File: config.mk
export PLATFORM = sky130hd
export DESIGN_NAME = fetch_unit
export DESIGN_NICKNAME = d
export VERILOG_FILES = /design/src/rtl/fetch_pkg.sv /design/src/rtl/fetch_queue.sv /design/src/rtl/fetch_unit.sv
export SDC_FILE = /design/constraint.sdc
export NUM_CORES = 1
export LEC_CHECK = 0
export CAP_MARGIN = 20
export CORE_UTILIZATION = 40
export CTS_CLUSTER_SIZE = 8
export DETAILED_ROUTE_END_ITERATION = 12
export DONT_BUFFER_PORTS = 1
export GPL_TIMING_DRIVEN = 1
export SLEW_MARGIN = 20
export SYNTH_ARGS = -nofsm -noshare
export SYNTH_HDL_FRONTEND = slang
export SYNTH_HIERARCHICAL = 1
export SYNTH_SLANG_ARGS = --single-unit
File: constraint.sdc
create_clock -name i_clk -period 9.57 [get_ports i_clk]
set_clock_uncertainty 0.05 [all_clocks]
set_input_delay 0.957 -clock i_clk [delete_from_list [all_inputs] [get_ports i_clk]]
set_output_delay 0.957 -clock i_clk [all_outputs]
set_load 0.005 [all_outputs]
File: src/rtl/fetch_pkg.sv
`default_nettype none
// ============================================================================
//  Module      : fetch_pkg
//  Description : Shared constants and types for the instruction-fetch stage.
//                FETCH_ADDR_W : PC / instruction-memory byte address width
//                INSTR_W      : instruction word width
//                NOP_INSTR    : word presented to decode when nothing is valid
//                fetch_entry_t: one {pc, instr} queue entry
//  Revision    : 1.0 - initial release
// ============================================================================
package fetch_pkg;

  localparam int FETCH_ADDR_W = 14;
  localparam int INSTR_W      = 32;

  localparam logic [INSTR_W-1:0] NOP_INSTR = 32'h0000_0013;

  typedef struct packed {
    logic [FETCH_ADDR_W-1:0] pc;
    logic [INSTR_W-1:0]      instr;
  } fetch_entry_t;

endpackage : fetch_pkg
`default_nettype wire

File: src/rtl/fetch_queue.sv
`default_nettype none
// ============================================================================
//  Module      : fetch_queue
//  Description : Small synchronous FIFO of fetch_entry_t with flush.
//                Flush has priority over push and pop.
//  Ports       : i_clk, i_rst_n (async active-low)
//                i_push / i_data  : write entry at tail
//                i_pop            : retire head entry
//                i_flush          : empty the queue, reset pointers
//                o_full, o_empty, o_count, o_head (combinational head entry)
//  Parameters  : DEPTH (power of 2, >= 2)
//  Revision    : 1.0 - initial release
// ============================================================================
module fetch_queue
  import fetch_pkg::*;
#(
  parameter int DEPTH = 2
) (
  input  logic                   i_clk,
  input  logic                   i_rst_n,
  input  logic                   i_push,
  input  logic                   i_pop,
  input  logic                   i_flush,
  input  fetch_entry_t           i_data,
  output logic                   o_full,
  output logic                   o_empty,
  output logic [$clog2(DEPTH):0] o_count,
  output fetch_entry_t           o_head
);

  localparam int PTR_W = $clog2(DEPTH);
  localparam int CNT_W = PTR_W + 1;

  fetch_entry_t     r_mem [DEPTH];
  logic [PTR_W-1:0] r_wr_ptr;
  logic [PTR_W-1:0] r_rd_ptr;
  logic [CNT_W-1:0] r_count;

  // Pointers wrap naturally because DEPTH is a power of two.
  always_ff @(posedge i_clk or negedge i_rst_n) begin
    if (!i_rst_n) begin
      r_wr_ptr <= '0;
      r_rd_ptr <= '0;
      r_count  <= '0;
    end else if (i_flush) begin
      r_wr_ptr <= '0;
      r_rd_ptr <= '0;
      r_count  <= '0;
    end else begin
      if (i_push) r_wr_ptr <= r_wr_ptr + PTR_W'(1);
      if (i_pop)  r_rd_ptr <= r_rd_ptr + PTR_W'(1);
      case ({i_push, i_pop})
        2'b10:   r_count <= r_count + CNT_W'(1);
        2'b01:   r_count <= r_count - CNT_W'(1);
        default: r_count <= r_count;
      endcase
    end
  end

  // Storage needs no reset: an entry is only read after it has been written.
  always_ff @(posedge i_clk) begin
    if (i_push && !i_flush) r_mem[r_wr_ptr] <= i_data;
  end

  assign o_head  = r_mem[r_rd_ptr];
  assign o_count = r_count;
  assign o_full  = (r_count == CNT_W'(DEPTH));
  assign o_empty = (r_count == '0);

endmodule : fetch_queue
`default_nettype wire

File: src/rtl/fetch_unit.sv
`default_nettype none
// ============================================================================
//  Module      : fetch_unit
//  Description : Instruction-fetch stage. Owns the PC, issues the byte address
//                to instruction memory, captures the combinational read data
//                into a small queue and hands {pc, instr} to decode with a
//                valid/ready handshake. Redirects flush the queue.
//  Ports       : i_clk, i_rst_n (async active-low)
//                o_imem_addr / i_imem_rdata : instruction memory interface
//                i_stall                    : freeze fetch (drain continues)
//                i_redirect, i_redirect_pc  : redirect from execute
//                o_valid, i_ready, o_instr, o_pc : decode handshake
//                o_misalign                 : misaligned redirect target pulse
//                o_fetch_cnt, o_bubble_cnt  : only with FETCH_PERF_EN
//  Parameters  : ADDR_W (must match FETCH_ADDR_W), RESET_PC, DEPTH
//  Macros      : FETCH_PERF_EN - adds saturating pop / bubble counters
//  Revision    : 1.0 - initial release
// ============================================================================
module fetch_unit
  import fetch_pkg::*;
#(
  parameter int                ADDR_W   = FETCH_ADDR_W,
  parameter logic [ADDR_W-1:0] RESET_PC = '0,
  parameter int                DEPTH    = 2
) (
  input  logic               i_clk,
  input  logic               i_rst_n,
  output logic [ADDR_W-1:0]  o_imem_addr,
  input  logic [INSTR_W-1:0] i_imem_rdata,
  input  logic               i_stall,
  input  logic               i_redirect,
  input  logic [ADDR_W-1:0]  i_redirect_pc,
  output logic               o_valid,
  input  logic               i_ready,
  output logic [INSTR_W-1:0] o_instr,
  output logic [ADDR_W-1:0]  o_pc,
  output logic               o_misalign
`ifdef FETCH_PERF_EN
  ,
  output logic [31:0]        o_fetch_cnt,
  output logic [31:0]        o_bubble_cnt
`endif
);

  logic [ADDR_W-1:0]      r_pc;
  logic                   r_misalign;
  logic                   w_push;
  logic                   w_pop;
  logic                   w_valid;
  logic                   w_full;
  logic                   w_empty;
  logic [$clog2(DEPTH):0] w_count;
  fetch_entry_t           w_wr_entry;
  fetch_entry_t           w_head;

  // Queued entries are younger than a redirecting instruction, so they are
  // hidden from decode in the same cycle the redirect is raised.
  assign w_valid = (w_count != '0) && !i_redirect;
  assign w_pop   = w_valid && i_ready;
  // When full, a push may still go ahead because the popped slot frees up.
  assign w_push  = !i_redirect && !i_stall && (!w_full || w_pop);

  assign w_wr_entry.pc    = r_pc;
  assign w_wr_entry.instr = i_imem_rdata;

  fetch_queue #(
    .DEPTH (DEPTH)
  ) u_queue (
    .i_clk   (i_clk),
    .i_rst_n (i_rst_n),
    .i_push  (w_push),
    .i_pop   (w_pop),
    .i_flush (i_redirect),
    .i_data  (w_wr_entry),
    .o_full  (w_full),
    .o_empty (w_empty),
    .o_count (w_count),
    .o_head  (w_head)
  );

  // Redirect outranks push; the target is word-aligned by dropping bits [1:0].
  always_ff @(posedge i_clk or negedge i_rst_n) begin
    if (!i_rst_n) begin
      r_pc       <= RESET_PC;
      r_misalign <= 1'b0;
    end else begin
      r_misalign <= i_redirect && (|i_redirect_pc[1:0]);
      if (i_redirect)  r_pc <= {i_redirect_pc[ADDR_W-1:2], 2'b00};
      else if (w_push) r_pc <= r_pc + ADDR_W'(4);
    end
  end

  assign o_imem_addr = r_pc;
  assign o_valid     = w_valid;
  assign o_misalign  = r_misalign;
  assign o_instr     = (w_empty || i_redirect) ? NOP_INSTR : w_head.instr;
  assign o_pc        = w_valid ? w_head.pc : '0;

`ifdef FETCH_PERF_EN
  logic [31:0] r_fetch_cnt;
  logic [31:0] r_bubble_cnt;

  always_ff @(posedge i_clk or negedge i_rst_n) begin
    if (!i_rst_n) begin
      r_fetch_cnt  <= '0;
      r_bubble_cnt <= '0;
    end else begin
      if (w_pop && (r_fetch_cnt != 32'hFFFF_FFFF))
        r_fetch_cnt <= r_fetch_cnt + 32'd1;
      if (i_ready && !w_valid && (r_bubble_cnt != 32'hFFFF_FFFF))
        r_bubble_cnt <= r_bubble_cnt + 32'd1;
    end
  end

  assign o_fetch_cnt  = r_fetch_cnt;
  assign o_bubble_cnt = r_bubble_cnt;
`endif

endmodule : fetch_unit
`default_nettype wire

### Word-level counts from Yosys, hierarchy flattened

Memory sizes are Yosys's and may differ from the RTL's.
Cells that the tools add are included.

* add/subtract/negate cells: 5
* eq/ne operators: 3
* muxes and demuxes: 12
* reductions and logical operators: 17

Operators with widths (count)
* $mux W14: 3
* $mux W32: 1
* $add A14 B3 Y14 const B: 1
* $logic_and A1 B1 Y1: 6
* $mux W1: 6
* $reduce_bool A2 Y1: 3
* $eq A2 B2 Y1 const B: 2
* $pmux W2 S2: 1
* $logic_not A1 Y1: 3
* $reduce_bool A3 Y1: 1
* $add A1 B1 Y1 const B: 2
* $add A2 B1 Y2 const B: 1
* $eq A2 B1 Y1 const B: 1
* $logic_not A2 Y1: 1
* $logic_or A1 B1 Y1: 2
* $mux W2: 1
* $reduce_or A2 Y1: 1
* $sub A2 B1 Y2 const B: 1

* bits in registers: 19
* RAM bits: 92
* word-level logic and storage cells: 43
* memories: 1

Memories
* u_queue.r_mem: words 2, bits a word 46, rd ports 1, clocked after memory_dff 0, wr ports 1, RTL line fetch_queue.sv:34 `fetch_entry_t r_mem [DEPTH];`

### Depth between registers and ports, before layout

* depth after elaboration: 8
* mapped depth: 6
* mapped depth without buffers: 6

### Cells and area by module

The synthesis kept the hierarchy.

By module, submodules not included
* fetch_queue: instances 1, cells each 164, area an instance 3671.0 µm², seq. area each 2862.7 µm²
* fetch_unit: instances 1, cells each 137, area an instance 1101.1 µm², seq. area each 325.3 µm²

### Least setup slack after synthesis

OpenSTA, ideal clock, no wires.

* path kind: input port to flip-flop
* start point: in i_ready
* end point: mem u_queue/r_mem[0][0] (netlist bit) (enable)
* setup time: 0.517 ns
* arrival: 5.086 ns
* setup slack: 3.917 ns
* stages on the path: 4
* path buffers: 0
* path through: o21ai_2 a21oi_1 and2_1 nor3b_1

* word-level cells in the longest chain between the ends: 6

RTL lines
* start, declared: RTL line fetch_unit.sv:34 `input logic i_ready,`
* $logic_and A1 B1 Y1: RTL line fetch_unit.sv:59 `assign w_pop = w_valid && i_ready;`
* $logic_or A1 B1 Y1: RTL line fetch_unit.sv:61 `assign w_push = !i_redirect && !i_stall && (!w_full || w_pop);`
* $logic_and A1 B1 Y1: RTL line fetch_unit.sv:61
* via w_push: RTL line fetch_unit.sv:47 `logic w_push;`
* $logic_and A1 B1 Y1: RTL line fetch_queue.sv:62 `if (i_push && !i_flush) r_mem[r_wr_ptr] <= i_data;`
* $mux W1: RTL line fetch_queue.sv:62
* $mux W1 (not written as such): RTL line fetch_queue.sv:62
* end, declared: RTL line fetch_queue.sv:34

The timed path passes the listed nets, and every way through them passes these cells.

==> results.json <==
{
  "status": "complete, but fails checks",
  "violations": "design-rule violations",
  "maxSlewViolCount": 0,
  "required_ns": 8.56,
  "first_pass_iters": 8,
  "synth_edf_count": 92,
  "worstRegToRegCells": 6,
  "cts_tree": "done",
  "dpl_cell_area_sq_mm": 0.00497,
  "r2r_start": "u_queue/o_count[1]",
  "synth.most_common_cell": "edfxtp_1",
  "grt_setup_unrepaired": "false",
  "dieArea_sq_mm": 0.0124,
  "finalSetupTns_ns": 0,
  "ys_warn_count": 6,
  "wl_mm": 8.59,
  "area_growth_pct": 9.36,
  "min_path_type": "primary input to asynchronous set/reset pin",
  "synth_top_area_share_pct": 57.9,
  "die_h_um": 111,
  "ant_nets": 0,
  "drtIter0Drc": 133,
  "r2r_end": "u_queue/r_mem[1][17]",
  "drc": 20,
  "critPathLaunchType": "flip-flop",
  "hold_buffers": 0,
  "drive_gt1_share_pct": 23.5,
  "hpwlAfterDp_mm": 5.84,
  "fin_crit_ns": 3.30,
  "grt_max_degree": 31,
  "setup_viol_count_final": 0,
  "yosysSeqAreaShare_pct": 66.8,
  "grt.overflow.total": 0,
  "power.leakage_nw": 1.81,
  "drv_cap": 0,
  "seq_area_sq_mm": 0.00319,
  "initial_core_util_pct": 41.4,
  "root_buffer": "clkbuf_16",
  "synthCells": 301,
  "vias_per_cell": 5.18,
  "cts.sinks": 109,
  "ir_drop_uv": 86.9,
  "clockBufferDepth": 2,
  "worstPathMaxFanout": 27,
  "placementRows": 39,
  "insertion_delay_ns": 0.34,
  "die_x_um": 111,
  "finalHoldViolations": 0,
  "core_area_sq_mm": 0.0115,
  "p_per_area_mw_per_mm2": 183,
  "clk_pin_slew_ns": 0.07,
  "synthArstFlopShare_pct": 15.6,
  "grt_pass1_wl_mm": 13.4,
  "htree_levels": 3,
  "ys_types": 42,
  "synth_area_per_cell_sq_um": 15.9,
  "fillers": 990,
  "fmax_mhz": 303,
  "fin_area_sq_mm": 0.00522,
  "wl_per_cell_um": 18.8,
  "postCtsResizedCells": 0,
  "multi_input_area_sq_mm": 0.00149,
  "synth_top_area_cell": "edfxtp_1",
  "groute.usage.overall_pct": 14.5,
  "post_cts_buffers": 0,
  "yosys-top-cells-area": "edfxtp_1 (58%), mux2_4 (9.4%), dfrtp_1 (8.9%), and2_1 (6.0%), mux2_2 (4.5%)",
  "grt_pass1_vias": 2381,
  "gp_congestion": 0.773,
  "cts_buffers": 9,
  "slew_headroom_pct": 61.1,
  "worstSetupPathType": "flip-flop to output port",
  "finalCritPeriodShare_pct": 34.5,
  "worst_pin_slew_ns": 0.583,
  "antennaDiodeCount": 0,
  "vias": 2371,
  "ys.flop_type": "edfxtp_1",
  "portBuffers": 0,
  "r2r_slack_ns": 6.90,
  "yosys_register_bits": 109,
  "netlist_area_sq_mm": 0.00477,
  "pin_count": 113,
  "nNetsFinal": 363,
  "dp_cells": 443,
  "cp-end-kind": "output port",
  "cp.arrival_ns": 2.30,
  "fin_cells": 458,
  "grt_antenna_before_repair": 0,
  "ys_top_cells_by_count": "edfxtp_1 (92), and2_1 (46), mux2_4 (30)"
}
-- layout make-up --
type,count,area share (%)
Clock inverter,3,0.264
Sequential cell,109,61.1
Clock buffer,12,4.53
Timing Repair Buffer,7,1.77
Multi-Input combinational cell,180,28.6
Inverter,4,0.288
Tap cell,143,3.43
-- logic make-up after synthesis --
group / count (synthesis) / synth area share (%)
flops: 109 / 66.8
simple gates: 91 / 11.2
buf+inv: 17 / 2.44
mux: 50 / 14.1
other cells: 1 / 0.0786
xor+xnor: 10 / 1.84
compound gates: 22 / 3.22
fa+ha+maj: 1 / 0.262
-- power by group --
group          internal (mW)  switching (mW)  total [mW]
registers              0.536          0.0209       0.557
logic                 0.0388          0.0370      0.0759
clock network          0.174           0.151       0.324
-- cells in the final DEF (no fill, tap or decap), types with 4 or more instances in the layout --
cell type | synthesis | layout
clkbuf_16 | 0 | 9
nand2_1 | 9 | 9
nand3_1 | 4 | 4
mux2_2 | 19 | 19
nor2_1 | 12 | 12
conb_1 | 1 | 6
xnor2_1 | 8 | 8
mux2_4 | 30 | 30
and2_1 | 46 | 46
buf_4 | 3 | 5
edfxtp_1 | 92 | 92
dfrtp_1 | 17 | 16
-- per-stage QoR --
| stage | utilization (%) | hold WS (ns) | worst slack, ns | power (mW) |
|---|---|---|---|---|
| final | 45.3 | 0.251 | 6.27 | 0.957 |
| after global routing | 45.3 | 0.232 | 6.09 | 0.995 |
| after CTS | 45.3 | 0.237 | 6.19 | 0.969 |
| after detailed placement | 43.1 | 0.524 | 6.50 | 0.645 |
| after global placement | 42.7 | 0.511 | 6.36 | 0.642 |
| after floorplan | - | 0.449 | 3.92 | 0.627 |
-- worst max-delay path by stage --
stage	start	endpoint	cells past startpoint
finish	u_queue/r_rd_ptr	o_instr[0]	3
global route	u_queue/r_rd_ptr	o_instr[4]	3
CTS	u_queue/r_rd_ptr	o_instr[4]	3
detailed placement	i_ready	u_queue/r_mem[1][45]	6
global placement	i_ready	u_queue/r_mem[1][16]	4
floorplan	i_ready	u_queue/r_mem[0][0]	4
-- registers in the layout (all words and copies together) (netlist names) --
signal            flops
u_queue/o_count       2
u_queue/r_rd_ptr      1
o_imem_addr          12
u_queue/r_wr_ptr      1
o_misalign            1
u_queue/r_mem        92
-- per-layer routing --
metal  track usage (%)  part of all wire (%)  routed length, um
met3              7.00                    11                986
met4              7.21                   2.2                185
met2              22.2                    47               4000
met1              17.1                    40               3420
met5                 0                     0                  0
-- critical path, cell delays in order, from the launching register on --
cell and delay, ns:
dfrtp_2 0.73, buf_4 0.54, mux2_4 0.33, or3_1 0.33
Power figures use the tool's default switching activity.
